**src/rtl/serial_to_bus_expander_8.sv**
```systemverilog
// Serial-to-parallel expander: assembles 8 accepted serial bits into a byte and
// presents it through a holding register with per-bit output inversion.
module serial_to_bus_expander_8 #(
    parameter logic [7:0] BubblesMask = 8'h00,
    parameter bit         LsbFirst    = 1'b1
) (
    input  logic       Clock,
    input  logic       Reset_n,
    input  logic       Clear,
    input  logic       Serial_In,
    input  logic       Serial_Valid,
    output logic       Serial_Ready,
    output logic [7:0] Result,
    output logic       Out_Valid,
    input  logic       Out_Ready,
    output logic [2:0] Bit_Count
);

    typedef enum logic {
        COLLECT = 1'b0,
        HOLD    = 1'b1
    } state_t;

    state_t     state_q, state_d;
    logic [2:0] cnt_q, cnt_d;
    logic [7:0] shift_q, shift_d;
    logic [7:0] hold_q, hold_d;
    logic [7:0] assembled;
    logic [2:0] pos;
    logic       last_bit;
    logic       acc;
    logic       take;

    always_ff @(posedge Clock or negedge Reset_n) begin
        if (!Reset_n) begin
            state_q <= COLLECT;
            cnt_q   <= '0;
            shift_q <= '0;
            hold_q  <= '0;
        end else begin
            state_q <= state_d;
            cnt_q   <= cnt_d;
            shift_q <= shift_d;
            hold_q  <= hold_d;
        end
    end

    always_comb begin
        state_d  = state_q;
        cnt_d    = cnt_q;
        shift_d  = shift_q;
        hold_d   = hold_q;

        last_bit     = (cnt_q == 3'd7);
        Out_Valid    = (state_q == HOLD);
        // Only the byte-completing bit must wait for the holding register to free up.
        Serial_Ready = ~(last_bit & Out_Valid & ~Out_Ready) & ~Clear;
        acc          = Serial_Valid & Serial_Ready;
        take         = Out_Valid & Out_Ready;

        pos            = LsbFirst ? cnt_q : (3'd7 - cnt_q);
        assembled      = shift_q;
        assembled[pos] = Serial_In;

        if (Clear) begin
            state_d = COLLECT;
            cnt_d   = '0;
            shift_d = '0;
        end else begin
            if (acc) begin
                cnt_d = cnt_q + 3'd1;
                if (last_bit) begin
                    hold_d  = assembled;
                    shift_d = '0;
                end else begin
                    shift_d = assembled;
                end
            end
            // Completion wins over a simultaneous take: the old byte leaves, the new one loads.
            if (acc && last_bit) begin
                state_d = HOLD;
            end else if (take) begin
                state_d = COLLECT;
            end
        end
    end

    assign Result    = hold_q ^ BubblesMask;
    assign Bit_Count = cnt_q;

endmodule

```
**config.mk**
```make
export PLATFORM = sky130hd
export DESIGN_NAME = serial_to_bus_expander_8
export DESIGN_NICKNAME = d
export VERILOG_FILES = /design/src/rtl/serial_to_bus_expander_8.sv
export SDC_FILE = /design/constraint.sdc
export NUM_CORES = 1
export LEC_CHECK = 0
export CORE_MARGIN = 2
export CORE_UTILIZATION = 54
export CTS_BUF_LIST = sky130_fd_sc_hd__clkbuf_16
export CTS_CLUSTER_DIAMETER = 120
export DETAILED_ROUTE_END_ITERATION = 7
export PLACE_DENSITY = 0.87
export SLEW_MARGIN = 20
export SYNTH_ARGS = -nofsm -noshare
export SYNTH_HDL_FRONTEND = slang
export SYNTH_SLANG_ARGS = --single-unit
```
**constraint.sdc**
```tcl
create_clock -name Clock -period 2.1 [get_ports Clock]
set_input_delay 0.42 -clock Clock [delete_from_list [all_inputs] [get_ports Clock]]
set_output_delay 0.42 -clock Clock [all_outputs]
set_load 0.05 [all_outputs]
```
=== After elaboration in Yosys (flattened, before gate mapping) ===
Cells that the tools add are included.

* Register bits after elaboration: 20
* Bits of input ports: 6
* Output and inout port bits: 13
* Logic and storage cells: 32

* Add/subtract/negate cells: 1
* Magnitude comparators: 2
* Equal/unequal tests: 1
* Mux-type cells: 11
* Bitwise gates (word level): 8
* Reductions and logical operators: 5

{| class="wikitable"
|+ Operators with widths
! cell !! count
|-
| two-way mux 8 bit || 3
|-
| bitwise mux 8 bit || 1
|-
| two-way mux 3 bit || 2
|-
| bitwise AND 1 bit || 5
|-
| less-than comparator 3 x 4 -> 1 bit, second input constant || 1
|-
| two-way mux 1 bit || 4
|-
| adder 3 x 1 -> 3 bit, second input constant || 1
|-
| demux 1 bit (select 3 bit) || 1
|-
| equality test 3 bit, second input constant || 1
|-
| greater-or-equal comparator 3 x 1 -> 1 bit, second input constant || 1
|-
| NOT 1 bit || 3
|-
| AND reduction 3 bit || 1
|-
| nonzero test 3 bit || 1
|-
| logical AND 1 bit || 2
|-
| nonzero test 2 bit || 1
|}

=== Logic depth before layout (Yosys ltp) ===
* Depth after elaboration: 9
* Mapped depth: 5

=== Least setup slack after synthesis ===
OpenSTA, ideal clock, no wires.

* Kind: register -> output
* Start point: register cnt_q[0] (netlist: Bit_Count[0])
* End point: output Serial_Ready
* Arrival time: 1.619 ns
* Setup slack: 0.061 ns
* Stages on the path, launching flop included: 5
* Cell sequence: dfrtp_1 > ha_1 > ha_1 > nand3b_1 > and2b_1

* Word-level cells in the longest chain between the ends: 5

{| class="wikitable"
|+ RTL lines
! what !! line !! RTL
|-
| from (decl) || 25 || <nowiki>logic [2:0] cnt_q, cnt_d;</nowiki>
|-
| from (signal assigned) || 42 || <nowiki>cnt_q <= cnt_d;</nowiki>
|-
| equality test 3 bit || 54 || <nowiki>last_bit = (cnt_q == 3'd7);</nowiki>
|-
| bitwise AND 1 bit (2 in series) || 57 || <nowiki>Serial_Ready = ~(last_bit & Out_Valid & ~Out_Ready) & ~Clear;</nowiki>
|-
| NOT 1 bit || 57 ||
|-
| bitwise AND 1 bit || 57 ||
|-
| to (decl) || 12 || <nowiki>output logic Serial_Ready,</nowiki>
|}

No other way between the ends.

=== Final worst setup path ===
Ends and elaborated chain as after synthesis.

==> results.sh <==
export IMPL_cts_tree="built"
export IMPL_ctsResizeCount=0
export IMPL_skew_ns=0.000900
export IMPL_finalCritPeriodShare=0.941
export IMPL_min_period_ns=1.98
export IMPL_ff_latch_area_um2=500
export IMPL_min_path_type="reg2reg"
export IMPL_clock_sinks=20
export IMPL_stdcell_count=127
export IMPL_coreArea_mm2=0.00175
export IMPL_setup_worst_path_start_class="flip-flop"
export IMPL_rsz0062_at_grt="no"
export IMPL_cts_made_buffers=3
export IMPL_crit_required_ns=1.68
export IMPL_max_stage_delay_ns=0.38
export IMPL_io_pin_count=19
export IMPL_fp_dieArea_mm2=0.00226
export IMPL_fmax_mhz=506
export IMPL_rows=15
export IMPL_hold_violations=0
export IMPL_crit_type="reg2out"
export IMPL_synth_flop_cell="dfrtp_1"
export IMPL_die_h_um=47.5
export IMPL_cp_end_kind="output port"
export IMPL_diodes=0
export IMPL_grt_max_degree=21
export IMPL_multi_input_area_um2=455
export IMPL_drt_pass1_iter_count=4
export IMPL_grt_pass1_vias=705
export IMPL_place_hpwl_mm=1.35
export IMPL_synth_edf_count=0
export IMPL_p_per_area_mw_per_mm2=697
export IMPL_slowest_stage="dfrtp_1"
export IMPL_final_nets=112
export IMPL_crit_chain="ha_1, ha_1, nand3b_1, and2b_1, buf_12"
export IMPL_arrival_ns=1.56
export IMPL_wire_per_inst_um=15.7
export IMPL_yosysSeqAreaShare=0.490
export IMPL_cts_setup_buffers=0
export IMPL_final_setup_viol_count=0
export IMPL_clockBufferDepth=2
export IMPL_grtUsageTotal=0.214
export IMPL_slew_headroom=0.665
export IMPL_avgSynthCellArea_um2=12.5
export IMPL_vias=713
export IMPL_path_clk_slew_ns=0.05
export IMPL_viasPerCell=5.61
export IMPL_tightestPinTransition_ns=0.502
export IMPL_clkLatencyLatePin_ns=0.25
export IMPL_cp_num_buf_inv=1
export IMPL_syn_to_final_growth_pct=27.7
export IMPL_power_leakage_nw=0.642
export IMPL_whs_ns=0.491
export IMPL_ys_ff_latch=20
export IMPL_numPortBuffers=18
export IMPL_drive_above_1_share=0.186
export IMPL_status="complete, no violations"
export IMPL_yosysWarnings=0
export IMPL_fin_setup_tns_ns=0
export IMPL_async_reset_ff_frac=1.00
export IMPL_cts_root_buf="clkbuf_16"
export IMPL_drcViolationCount=0
export IMPL_finalMaxSlewViolations=0
export IMPL_synth_cells=82
export IMPL_grt_pass1_wl_mm=3.20
export IMPL_gp_congestion=0.831
export IMPL_wl_mm=2.00
export IMPL_nFillCells=117
export IMPL_drv_cap=0
export IMPL_crit_path_frequent_cell="ha_1"
export IMPL_vdd_drop_max_mv=0.608
export IMPL_synth_nets=90
export IMPL_cp_max_fo=4
export IMPL_utilization=0.748
export IMPL_initial_utilization=0.586
export IMPL_die_w_um=47.5
export IMPL_ys_types=24
export IMPL_syn_cell_area_mm2=0.00102
export IMPL_ctsHoldBuffers=0
export IMPL_crit_family="adder cells"
export IMPL_place_inst=124
export IMPL_h_tree_depth=1
export IMPL_antenna_found_initial=0
export IMPL_antenna_left=0
export IMPL_first_iter_violations=8
export IMPL_overflow=0
==> final cells by class <==
| class | count | share of cell area |
|---|---|---|
| Inverter | 8 | 0.0230 |
| Sequential cell | 20 | 0.384 |
| Timing Repair Buffer | 22 | 0.163 |
| Tap cell | 25 | 0.0240 |
| Multi-Input combinational cell | 49 | 0.349 |
| Clock buffer | 3 | 0.0575 |
==> worst paths after layout <==
check	start	end	slack, ns	cells after the start
max reg2reg	Bit_Count[0]$_DFFE_PN0P_	shift_q[6]$_DFFE_PN0P_	0.55	5
max in group asynchronous	Reset_n	Bit_Count[1]$_DFFE_PN0P_	1.38	2
max	Bit_Count[0]$_DFFE_PN0P_	Serial_Ready	0.12	5
min reg2reg	shift_q[7]$_DFFE_PN0P_	shift_q[7]$_DFFE_PN0P_	0.49	1
min	shift_q[7]$_DFFE_PN0P_	shift_q[7]$_DFFE_PN0P_	0.49	1
min in group asynchronous	Reset_n	Bit_Count[2]$_DFFE_PN0P_	0.52	2
==> where the power goes <==
part,switching (mW),internal [mW]
registers,0.00562,0.396
clock network,0.125,0.250
logic,0.0803,0.0527
==> flip-flops by register name (all words and copies together) (netlist names) <==
| name | cells |
|---|---|
| Bit_Count | 3 |
| Result | 8 |
| Out_Valid | 1 |
| shift_q | 8 |
==> synth_stat cells, types with 2 or more instances <==
cell,instances,area (um^2)
inv_1,8,30.0
ha_1,2,25.0
buf_6,2,22.5
nand2_1,2,7.51
mux2_4,2,30.0
mux2_2,2,22.5
nor3b_1,3,22.5
dfrtp_1,20,500
buf_2,2,10.0
and2b_1,3,22.5
mux2i_1,15,150
o2bb2ai_1,7,61.3
nand3b_1,3,22.5
==> metrics by stage <==
stage / cell area [um^2] / power, mW / worst slack, ns
global route: 1310 / 0.943 / 0.0487
CTS: 1310 / 0.917 / 0.121
detailed placement: 1230 / 0.542 / 0.183
finish: 1310 / 0.910 / 0.124
global placement: 1230 / 0.537 / 0.219
floorplan: 1020 / 0.491 / 0.0605
==> cells in the final DEF, fill, tap and decap left out <==
| cell | netlist | final |
|---|---|---|
| dfrtp_1 | 20 | 20 |
| mux2i_1 | 15 | 15 |
| clkdlybuf4s50_1 | 0 | 14 |
| inv_1 | 8 | 8 |
| o2bb2ai_1 | 7 | 7 |
| buf_4 | 0 | 7 |
| nand3b_1 | 3 | 3 |
| and2b_1 | 3 | 3 |
| nor3b_1 | 3 | 3 |
| clkbuf_16 | 0 | 3 |
| nand2_1 | 2 | 2 |
| mux2_2 | 2 | 2 |
| mux2_4 | 2 | 2 |
| ha_1 | 2 | 2 |
| a21oi_2 | 1 | 1 |
| nor2b_2 | 1 | 1 |
| or2b_1 | 1 | 1 |
| and3_4 | 1 | 1 |
| o21bai_1 | 1 | 1 |
| nand3_1 | 1 | 1 |
| nor3_1 | 1 | 1 |
| nand3b_4 | 1 | 1 |
| a21o_1 | 1 | 1 |
| a32o_1 | 1 | 1 |
| buf_12 | 0 | 1 |
==> kinds of logic after synthesis <==
group	after synthesis	synth area share
flip-flops	20	0.490
multiplexers	19	0.198
AND/OR/NAND/NOR	17	0.130
buffers and inverters	13	0.0649
AO/OA/AOI/OAI	11	0.0930
adder cells (fa/ha/maj)	2	0.0245
==> metal layers <==
metal | GRT usage | share of wire | up-vias
met5 | 0 | 0 | -
met4 | 0.111 | 0.020 | 0
met3 | 0.0679 | 0.055 | 6
met2 | 0.327 | 0.52 | 22
met1 | 0.270 | 0.41 | 358
li1 | - | - | 327
No activity file was read; power rests on OpenSTA's default activity.
